<file path="src/rtl/rvh_noc_pkg.sv">
// Shared NoC link types: decoded flit control and the widest VC id carried
// on the credit return path.
package rvh_noc_pkg;

    localparam int VC_ID_NUM_MAX_W = 2;

    typedef struct packed {
        logic       head;
        logic       tail;
        logic [5:0] tgt_id;
    } flit_dec_t;

endpackage

</file>
<file path="src/rtl/vc_credit_counter.sv">
// One downstream VC credit counter: returns add, sends subtract, the count
// saturates at DEPTH and flags an over-return.
module vc_credit_counter #(
    parameter int DEPTH = 1,
    parameter int W     = $clog2(DEPTH + 1)
) (
    input  logic         clk,
    input  logic         rst,
    input  logic         inc,
    input  logic         dec,
    output logic [W-1:0] cnt,
    output logic         ovf
);

    localparam logic [W-1:0] FULL = W'(DEPTH);

    assign ovf = inc && !dec && (cnt == FULL);

    always_ff @(posedge clk or posedge rst) begin
        if (rst) begin
            cnt <= FULL;
        end else if (inc && !dec && (cnt != FULL)) begin
            cnt <= cnt + W'(1);
        end else if (dec && !inc && (cnt != '0)) begin
            cnt <= cnt - W'(1);
        end
    end

endmodule

</file>
<file path="src/rtl/output_port_vc_tx.sv">
// Output port transmitter: credit-gated flit send onto the link with one
// registered stage and per-VC credit tracking.
module output_port_vc_tx
    import rvh_noc_pkg::*;
#(
    parameter type flit_payload_t = logic [256-1:0],
    parameter int  VC_NUM         = 1,
    parameter int  VC_NUM_IDX_W   = VC_NUM > 1 ? $clog2(VC_NUM) : 1,
    parameter int  VC_DEPTH       = 1,
    parameter int  CRD_W          = $clog2(VC_DEPTH + 1)
) (
    input  logic                            clk,
    input  logic                            rst,
    input  logic                            send_vld_i,
    input  flit_payload_t                   send_payload_i,
    input  flit_dec_t                       send_dec_i,
    input  logic [VC_NUM_IDX_W-1:0]         send_vc_id_i,
    output logic                            send_rdy_o,
    output logic                            flit_v_o,
    output flit_payload_t                   flit_o,
    output flit_dec_t                       flit_dec_o,
    output logic [VC_NUM_IDX_W-1:0]         flit_vc_id_o,
    input  logic                            lcrd_v_i,
    input  logic [VC_ID_NUM_MAX_W-1:0]      lcrd_id_i,
    output logic [VC_NUM-1:0]               vc_crd_avail_o,
    output logic [VC_NUM-1:0][CRD_W-1:0]    vc_crd_cnt_o,
    output logic                            all_crd_home_o,
    output logic                            crd_err_o
);

    logic [VC_NUM-1:0] inc;
    logic [VC_NUM-1:0] dec;
    logic [VC_NUM-1:0] ovf;
    logic [VC_NUM-1:0] home;
    logic              fire;
    logic              bad_id;

    // Matching by loop keeps out-of-range VC ids from indexing the array.
    always_comb begin
        send_rdy_o = 1'b0;
        for (int v = 0; v < VC_NUM; v++) begin
            if (send_vc_id_i == VC_NUM_IDX_W'(v) && vc_crd_cnt_o[v] != '0) begin
                send_rdy_o = 1'b1;
            end
        end
    end

    assign fire   = send_vld_i && send_rdy_o;
    assign bad_id = lcrd_v_i && ~|inc;

    for (genvar g = 0; g < VC_NUM; g++) begin : g_vc
        assign inc[g] = lcrd_v_i && (lcrd_id_i == VC_ID_NUM_MAX_W'(g));
        assign dec[g] = fire && (send_vc_id_i == VC_NUM_IDX_W'(g));

        vc_credit_counter #(
            .DEPTH (VC_DEPTH),
            .W     (CRD_W)
        ) u_cnt (
            .clk (clk),
            .rst (rst),
            .inc (inc[g]),
            .dec (dec[g]),
            .cnt (vc_crd_cnt_o[g]),
            .ovf (ovf[g])
        );

        assign vc_crd_avail_o[g] = vc_crd_cnt_o[g] != '0;
        assign home[g]           = vc_crd_cnt_o[g] == CRD_W'(VC_DEPTH);
    end

    assign all_crd_home_o = &home;

    always_ff @(posedge clk or posedge rst) begin
        if (rst) begin
            flit_v_o     <= 1'b0;
            flit_o       <= '0;
            flit_dec_o   <= '0;
            flit_vc_id_o <= '0;
            crd_err_o    <= 1'b0;
        end else begin
            flit_v_o <= fire;
            if (fire) begin
                flit_o       <= send_payload_i;
                flit_dec_o   <= send_dec_i;
                flit_vc_id_o <= send_vc_id_i;
            end
            if (bad_id || |ovf) begin
                crd_err_o <= 1'b1;
            end
        end
    end

endmodule

</file>
<file path="config.mk">
export PLATFORM = sky130hd
export DESIGN_NAME = output_port_vc_tx
export DESIGN_NICKNAME = d
export VERILOG_FILES = /design/src/rtl/rvh_noc_pkg.sv /design/src/rtl/vc_credit_counter.sv /design/src/rtl/output_port_vc_tx.sv
export SDC_FILE = /design/constraint.sdc
export NUM_CORES = 1
export LEC_CHECK = 0
export ABC_AREA = 1
export CORE_AREA = 2 2 211 213
export CTS_CLUSTER_SIZE = 14
export DETAILED_ROUTE_END_ITERATION = 8
export DIE_AREA = 0 0 213 215
export SLEW_MARGIN = 20
export SYNTH_ARGS = -nofsm -noshare
export SYNTH_HDL_FRONTEND = slang
export SYNTH_SLANG_ARGS = --single-unit
</file>
<file path="constraint.sdc">
create_clock -name clk -period 24.9 [get_ports clk]
set_input_delay 4.98 -clock clk [delete_from_list [all_inputs] [get_ports clk]]
set_output_delay 4.98 -clock clk [all_outputs]
set_load 0.005 [all_outputs]
</file>
==> run_results.csv, run 1 <==
group,metric,value,unit
sta,period_share,44.76,%
placed_design,place_inst,2216,
sta,setup-tns-final,0,ns
synth,ys_seq_area_share,66.22,%
critical_path,critical_path_required,19.92,ns
floorplanning,initial_core_util,23.21,%
critical_path,cpMaxStageDelayCell,"clkdlybuf4s50_1",
floorplanning,ios,542,
floorplanning,dieArea,45800,um^2
synth,syn_area,10130,um^2
cts,clkSinkCount,268,
detailed_routing,drt_pre_antenna_iters,4,
sta,fin_skew,0.01687,ns
finish,antenna_cells,0,
detailed_routing,wl,34170,um
global_route,grt_start_max_net_pins,99,
flow_run,drv_cap,0,
cts,cts_buffers,31,
critical_path,rrSetupSlack,21.86,ns
global_route,overflow,0,
placed_design,dp_hpwl,24410,um
cts,cts_tree,"yes",
cts,root_buffer,"clkbuf_16",
floorplanning,rows,77,
sta,report.final.setup_viol,0,
detailed_routing,drc_errors,0,
pwr,irDropWorstVdd,51.45,uV
critical_path,arrival,6.16,ns
floorplanning,core-area,43640,um^2
cts,cts_setup_buffers,0,
pwr,p_per_area,88.44,nW/um^2
finish,drive_above_1_share,3.748,%
finish,area_growth,68.50,%
cts,worstSkewPairLatency,0.56,ns
cts,ctsHtreeMaxLevel,1,
sta,tightest_slew,0.9818,ns
placed_design,gp_congestion,0.7852,
critical_path,start_kind,"primary input",
sta,slew_violations,0,
synth,syn_inst,1136,
floorplanning,dieHeight,215,um
sta,final_hold_viol_count,0,
status,status,"complete, no violations",
synth,synth_seq_cells,268,
detailed_routing,vias,9070,
synth,synthTopCellsByArea,"dfrtp_1, nand2_1, buf_4",
critical_path,endpoint_kind,"output port",
floorplanning,fp.dieW,213,um
detailed_routing,dr.first_iter.drc_count,431,
global_route,antenna_found_initial,0,
finish,nets,1928,
global_route,grt_pass1_wl,52380,um
sta,timing.fmax,0.08973,GHz
finish,fin_util,39.11,%
synth,yosysWarnings,0,
sta,relSlewSlack,34.55,%
finish,final_cells,2273,
cts,cts-hold-fix-buffers,0,
pwr,p_total,0.001510,W
global_route,grt_pass1_vias,9298,
critical_path,path_class,"primary input to output port",
synth,yosys.area.top_type,"dfrtp_1",
cts,cts_max_path_buffers,3,
cts,cts.clk_slew.worst_paths,0.06,ns
detailed_routing,ant_nets,0,
min_path,hp-class,"register to register",
detailed_routing,routed_via_density,3.990,
synth,synth.avg_cell_area,8.917,um^2
critical_path,max_stage_delay,0.53,ns
critical_path,critPathMaxFanout,2,
critical_path,path_cells,"clkdlybuf4s50_1, nor2_4, clkdlybuf4s50_1",
detailed_routing,wl_per_cell,15.03,um
global_route,track_usage,14.47,%
pwr,p_leak,8.261,nW
sta,rsz0062_at_grt,"false",
synth,ys_types,13,
sta,hold_ws,0.4764,ns
cts,cts_resized,0,
sta,min_period,11.14,ns
synth,syn-num-nets,1407,
placed_design,io_buffers,541,
synth,yosysTopAreaCellShare,65.96,%
critical_path,cp_common_cell,"clkdlybuf4s50_1",
critical path, delay by kind of cell:
kind,cells,cell delay (ns)
AND/OR/NAND/NOR,1,0.20
buffers and inverters,2,0.99
cells in the final DEF (no fill, tap or decap), drive strengths merged:
cell type / Yosys / final
nand2: 799 / 799
dfrtp: 267 / 267
inv: 6 / 6
clkinv: 0 / 5
dfstp: 1 / 1
buf: 59 / 7
clkdlybuf4s50: 0 / 541
clkinvlp: 0 / 3
clkbuf: 1 / 45
bufinv: 0 / 4
o21ai: 1 / 1
nor2: 2 / 2
power by group:
group	internal (W)	switching, W	leakage, nW
sequential	0.000547	0.0000603	3.35
clock	0.000293	0.000182	0.523
combinational	0.000270	0.000158	4.39
total	0.00111	0.000400	8.26
Yosys cell counts:
library cell / n
dfrtp_1: 267
inv_2: 1
nor2_1: 1
buf_2: 29
buf_6: 1
inv_1: 5
clkbuf_1: 1
o21ai_0: 1
buf_4: 29
nand2_1: 798
nand2_2: 1
nor2_4: 1
dfstp_2: 1
cells by family after synthesis:
| family | count (synthesis) | share of synthesized area (%) |
|---|---|---|
| compound gates | 1 | 0.04936 |
| simple gates | 801 | 29.78 |
| flops | 268 | 66.22 |
| buf+inv | 66 | 3.953 |
per-layer routing:
metal / global-route usage (%) / up-vias / routed length (um)
li1: - / 4436 / -
met1: 16.81 / 4222 / 13430
met2: 24.81 / 364 / 16360
met3: 5.071 / 48 / 3456
met4: 4.569 / 0 / 913
met5: 0 / - / 0
area by class of cell:
class,instances,area (um^2)
multi-input combinational,802,3035
clock inverter,12,167.7
inverter,6,37.54
tap,592,740.7
sequential,268,6708
timing repair buffer,548,5472
fill,4366,26570
clock buffer,45,908.4
state kept, by name, summed over array words and instances (netlist names):
name            flops
flit_o            256
crd_err_o           1
flit_vc_id_o        1
g_vc.u_cnt.cnt      1
flit_dec_o          8
flit_v_o            1
through the flow:
step	area (um^2)	setup slack, ns
after floorplan	10130	12.54
after global placement	15990	13.74
after detailed placement	15990	13.76
after CTS	17070	13.75
after global routing	17070	13.72
final	17070	13.76
worst paths after layout:
| check | startpoint | to | cells past startpoint |
|---|---|---|---|
| setup / recovery | send_vc_id_i | send_rdy_o | 3 |
| hold / removal | flit_o[119] | flit_o[119] | 2 |
| setup reg to reg | g_vc[0].u_cnt.cnt | flit_o[229] | 7 |
| hold reg to reg | flit_o[119] | flit_o[119] | 2 |
| max in group asynchronous | rst | flit_o[231] | 4 |
| min in group asynchronous | rst | flit_o[88] | 2 |
Note: power is estimated with default switching activity, not from simulation.
==> run 2: changes to the inputs <==
==> constraint.sdc (replaced) <==
create_clock -name clk -period 11.4 [get_ports clk]
set_input_delay 2.28 -clock clk [delete_from_list [all_inputs] [get_ports clk]]
set_output_delay 2.28 -clock clk [all_outputs]
set_load 0.005 [all_outputs]
==> run_results.csv, run 2 (synthesis gave the netlist of run 1 again) <==
group,metric,value,unit
cts,cts_max_path_buffers,3,
critical_path,endpoint_kind,"output port",
finish,drive_above_1_share,3.516,%
sta,tightest_slew,1.073,ns
sta,rsz0062_at_grt,"false",
critical_path,cpMaxStageDelayCell,"clkdlybuf4s50_1",
global_route,grt_pass1_wl,52870,um
cts,cts_resized,0,
cts,cts_buffers,31,
sta,min_period,5.745,ns
finish,multiInputGateArea,3035,um^2
global_route,track_usage,14.65,%
cts,cts_setup_buffers,0,
critical_path,max_stage_delay,0.53,ns
finish,final_common_cell,"nand2_1",
status,status,"complete, no violations",
critical_path,cp_common_cell,"clkdlybuf4s50_1",
sta,relSlewSlack,28.44,%
placed_design,dp_hpwl,24320,um
floorplanning,fp.dieW,213,um
pwr,p_per_area,190.1,nW/um^2
floorplanning,ios,542,
critical_path,arrival,3.46,ns
pwr,p_total,0.003227,W
sta,report.final.setup_viol,0,
finish,seqCellArea,6708,um^2
floorplanning,dieArea,45800,um^2
critical_path,path_class,"primary input to output port",
global_route,grt_start_max_net_pins,175,
min_path,hp-class,"register to register",
global_route,overflow,0,
placed_design,gp_congestion,0.7984,
finish,n_fill_cell,4353,
flow_run,drv_cap,0,
pwr,irDropWorstVdd,113.5,uV
finish,regMostFlops,"flit_o",
floorplanning,core-area,43640,um^2
sta,slew_violations,0,
detailed_routing,drt_pre_antenna_iters,4,
detailed_routing,dr.first_iter.drc_count,533,
cts,cts_tree,"yes",
cts,cts.clk_slew.worst_paths,0.06,ns
cts,root_buffer,"clkbuf_16",
finish,nets,1927,
finish,layout_common_cells,"nand2_1, clkdlybuf4s50_1, dfrtp_1",
sta,final_hold_viol_count,0,
sta,fin_skew,0.01640,ns
cts,ctsHtreeMaxLevel,1,
global_route,antenna_found_initial,2,
critical_path,critical_path_required,9.12,ns
floorplanning,initial_core_util,23.21,%
floorplanning,dieHeight,215,um
sta,timing.fmax,0.1741,GHz
placed_design,io_buffers,541,
critical_path,critPathMaxFanout,2,
finish,largest_reg_flops,256,
detailed_routing,drc_errors,0,
detailed_routing,routed_via_density,3.990,
global_route,grt_pass1_vias,9471,
finish,fin_util,38.91,%
critical_path,start_kind,"primary input",
pwr,p_leak,8.220,nW
sta,setup-tns-final,0,ns
detailed_routing,vias,9062,
sta,period_share,50.39,%
cts,cts-hold-fix-buffers,0,
sta,hold_ws,0.4741,ns
detailed_routing,wl,34600,um
detailed_routing,wl_per_cell,15.24,um
cts,clkSinkCount,268,
detailed_routing,ant_nets,0,
finish,largest_registers,"flit_o x256, flit_dec_o x8",
critical_path,path_cells,"clkdlybuf4s50_1, nor2_4, clkdlybuf4s50_1",
finish,area_growth,67.63,%
floorplanning,rows,77,
cts,worstSkewPairLatency,0.56,ns
[run 2: routing by layer]
layer  routed length (um)  global-route usage, %
met1                13540                  16.75
met2                16580                  25.30
met3                 3542                  5.085
met4                  918                  4.965
met5                   16                      0
[run 2: per-stage QoR]
step	std cells	worst slack [ns]	area, um^2
global route	2271	5.629	16980
CTS	2270	5.655	16980
finish	2271	5.655	16980
global placement	2215	5.649	15980
detailed placement	2215	5.655	15980
floorplan	1136	1.740	10130
[run 2: critical path: cells and delay by family]
family                 cells  cell delay (ns)
AND/OR/NAND/NOR            1             0.20
buffers and inverters      2             0.99
[run 2: final timing paths]
check / start / end / slack (ns) / cells after the start
max in group asynchronous: rst / flit_o[223] / 7.18 / 4
min in group asynchronous: rst / flit_o[37] / 2.18 / 2
worst max register to register: g_vc[0].u_cnt.cnt / flit_o[254] / 7.76 / 7
worst min register to register: flit_o[156] / flit_o[156] / 0.47 / 2
worst min-delay path: flit_o[156] / flit_o[156] / 0.47 / 2
worst max-delay path: send_vc_id_i / send_rdy_o / 5.66 / 3
[run 2: power breakdown]
group	total (W)	internal (W)	switching [W]
Clock	0.000964	0.000576	0.000387
Sequential	0.00133	0.00120	0.000136
Combinational	0.000933	0.000589	0.000344
Total	0.00323	0.00236	0.000867
[run 2: final cells by class]
class | instances | share of cell area, %
sequential | 268 | 39.50
timing repair buffer | 547 | 32.16
multi-input combinational | 802 | 17.88
clock buffer | 47 | 5.453
tap | 592 | 4.362
clock inverter | 8 | 0.4126
inverter | 6 | 0.2211
antenna | 1 | 0.01474
==> run 3: changes to the inputs <==
==> constraint.sdc (replaced) <==
create_clock -name clk -period 5.9 [get_ports clk]
set_input_delay 1.18 -clock clk [delete_from_list [all_inputs] [get_ports clk]]
set_output_delay 1.18 -clock clk [all_outputs]
set_load 0.005 [all_outputs]
==> run_results.csv, run 3 (synthesis gave the netlist of run 1 again) <==
group,metric,value,unit
status,status,"complete, no violations",
detailed_routing,dr.first_iter.drc_count,696,
cts,cts.clk_slew.worst_paths,0.05,ns
cts,cts_buffers,30,
detailed_routing,vias,9119,
finish,drive_above_1_share,3.454,%
global_route,overflow,0,
pwr,netSwitchingPower,0.001686,W
floorplanning,core-area,43640,um^2
finish,largest_registers,"flit_o x256, flit_dec_o x8",
detailed_routing,wl_per_cell,14.75,um
pwr,comb_power_share,29.0,%
pwr,seq_power_share,41.5,%
sta,final_hold_viol_count,0,
finish,final_common_cell,"nand2_1",
floorplanning,dieHeight,215,um
pwr,p_int,0.004519,W
floorplanning,dieArea,45800,um^2
finish,area_growth,67.80,%
global_route,grt_pass1_vias,9247,
critical_path,endpoint_kind,"output port",
placed_design,gp_congestion,0.7901,
floorplanning,initial_core_util,23.21,%
pwr,p_leak,8.220,nW
finish,layout_common_cells,"nand2_1, clkdlybuf4s50_1, dfrtp_1",
global_route,antenna_found_initial,3,
placed_design,dp_hpwl,23470,um
sta,timing.fmax,0.2810,GHz
sta,tightest_slew,0.9389,ns
critical_path,critPathMaxFanout,2,
cts,cts-hold-fix-buffers,0,
critical_path,start_kind,"primary input",
cts,cts_tree,"yes",
detailed_routing,routed_via_density,4.014,
pwr,p_per_area,365.0,nW/um^2
sta,slew_violations,0,
sta,rsz0062_at_grt,"false",
cts,cts_resized,0,
sta,report.final.setup_viol,0,
min_path,hp-start,"crd_err_o",
finish,fin_util,38.95,%
finish,largest_reg_flops,256,
global_route,track_usage,14.05,%
sta,min_period,3.558,ns
min_path,min_delay_path_depth,2,
sta,relSlewSlack,37.40,%
placed_design,io_buffers,541,
floorplanning,ios,542,
critical_path,critical_path_required,4.72,ns
detailed_routing,drc_errors,0,
critical_path,path_class,"primary input to output port",
pwr,clock_power_share,29.5,%
floorplanning,fp.dieW,213,um
detailed_routing,drt_pre_antenna_iters,4,
flow_run,drv_cap,0,
min_path,min_to,"crd_err_o",
sta,period_share,60.31,%
sta,setup-tns-final,0,ns
cts,cts_max_path_buffers,3,
pwr,irDropWorstVdd,190.6,uV
critical_path,reg2reg_depth,7,
cts,worstSkewPairLatency,0.56,ns
global_route,grt_pass1_wl,51450,um
finish,regMostFlops,"flit_o",
floorplanning,rows,77,
finish,nets,1927,
critical_path,worstReg2RegStart,"g_vc[0].u_cnt.cnt",
detailed_routing,ant_nets,0,
critical_path,arrival,2.38,ns
finish,n_fill_cell,4380,
cts,cts_setup_buffers,0,
sta,fin_skew,0.005966,ns
cts,ctsHtreeMaxLevel,1,
cts,clkSinkCount,268,
critical_path,rrSetupSlack,3.25,ns
min_path,hp-class,"register to register",
global_route,grt_start_max_net_pins,140,
pwr,swShare,27.17,%
cts,root_buffer,"clkbuf_16",
detailed_routing,wl,33520,um
critical_path,r2r-end,"flit_dec_o[2]",
run 3: layer usage:
metal / routed length (um) / GRT usage, % / vias up / share of wire (%)
met1: 13540 / 16.76 / 4222 / 40
met2: 15620 / 23.56 / 377 / 47
li1: - / - / 4450 / -
met3: 3297 / 4.632 / 66 / 9.8
met4: 1050 / 4.918 / 4 / 3.1
met5: 14 / 0 / - / 0.042
run 3: power by group through the flow:
stage | sequential [W] | clock [W] | combinational (W)
after floorplan | 0.00262 | 0 | 0.000466
after global placement | 0.00259 | 0 | 0.00182
after detailed placement | 0.00259 | 0 | 0.00183
after CTS | 0.00258 | 0.00190 | 0.00184
after global routing | 0.00263 | 0.00197 | 0.00197
final | 0.00257 | 0.00183 | 0.00180
run 3: how the worst max path moves through the flow:
| stage | from | endpoint | slack (ns) | cells past startpoint |
|---|---|---|---|---|
| 2_1_floorplan | rst | crd_err_o | 1.18 | 1 |
| 3_3_place_gp | send_vc_id_i | flit_o[25] | 2.16 | 7 |
| 3_5_place_dp | send_vc_id_i | flit_o[15] | 2.11 | 7 |
| 4_1_cts | send_vc_id_i | send_rdy_o | 2.33 | 3 |
| 5_1_grt | send_vc_id_i | send_rdy_o | 2.29 | 3 |
| 6_report | send_vc_id_i | send_rdy_o | 2.34 | 3 |
run 3: area by class of cell:
type	count	area [um^2]	area share, %
Antenna cell	1	2.502	0.01472
Timing Repair Buffer	548	5505	32.39
Sequential cell	268	6708	39.46
Inverter	6	33.78	0.1987
Multi-Input combinational cell	802	3035	17.86
Clock inverter	9	91.34	0.5374
Tap cell	592	740.7	4.358
Clock buffer	46	880.8	5.182
run 3: per-stage QoR:
stage                     setup slack (ns)  area (um^2)  total power [W]  cells  hold slack [ns]
after floorplan                      1.181        10130         0.003088   1136           0.4567
after global placement               2.155        16020         0.004403   2216           0.4543
after detailed placement             2.107        16020         0.004424   2216           0.4564
after CTS                            2.328        17000         0.006314   2271           0.4737
after global routing                 2.291        17000         0.006576   2271           0.4865
final                                2.342        17000         0.006204   2272           0.4718
run 3: critical path, stage by stage:
cell             delay, ns
clkdlybuf4s50_1       0.46
nor2_4                0.19
clkdlybuf4s50_1       0.55
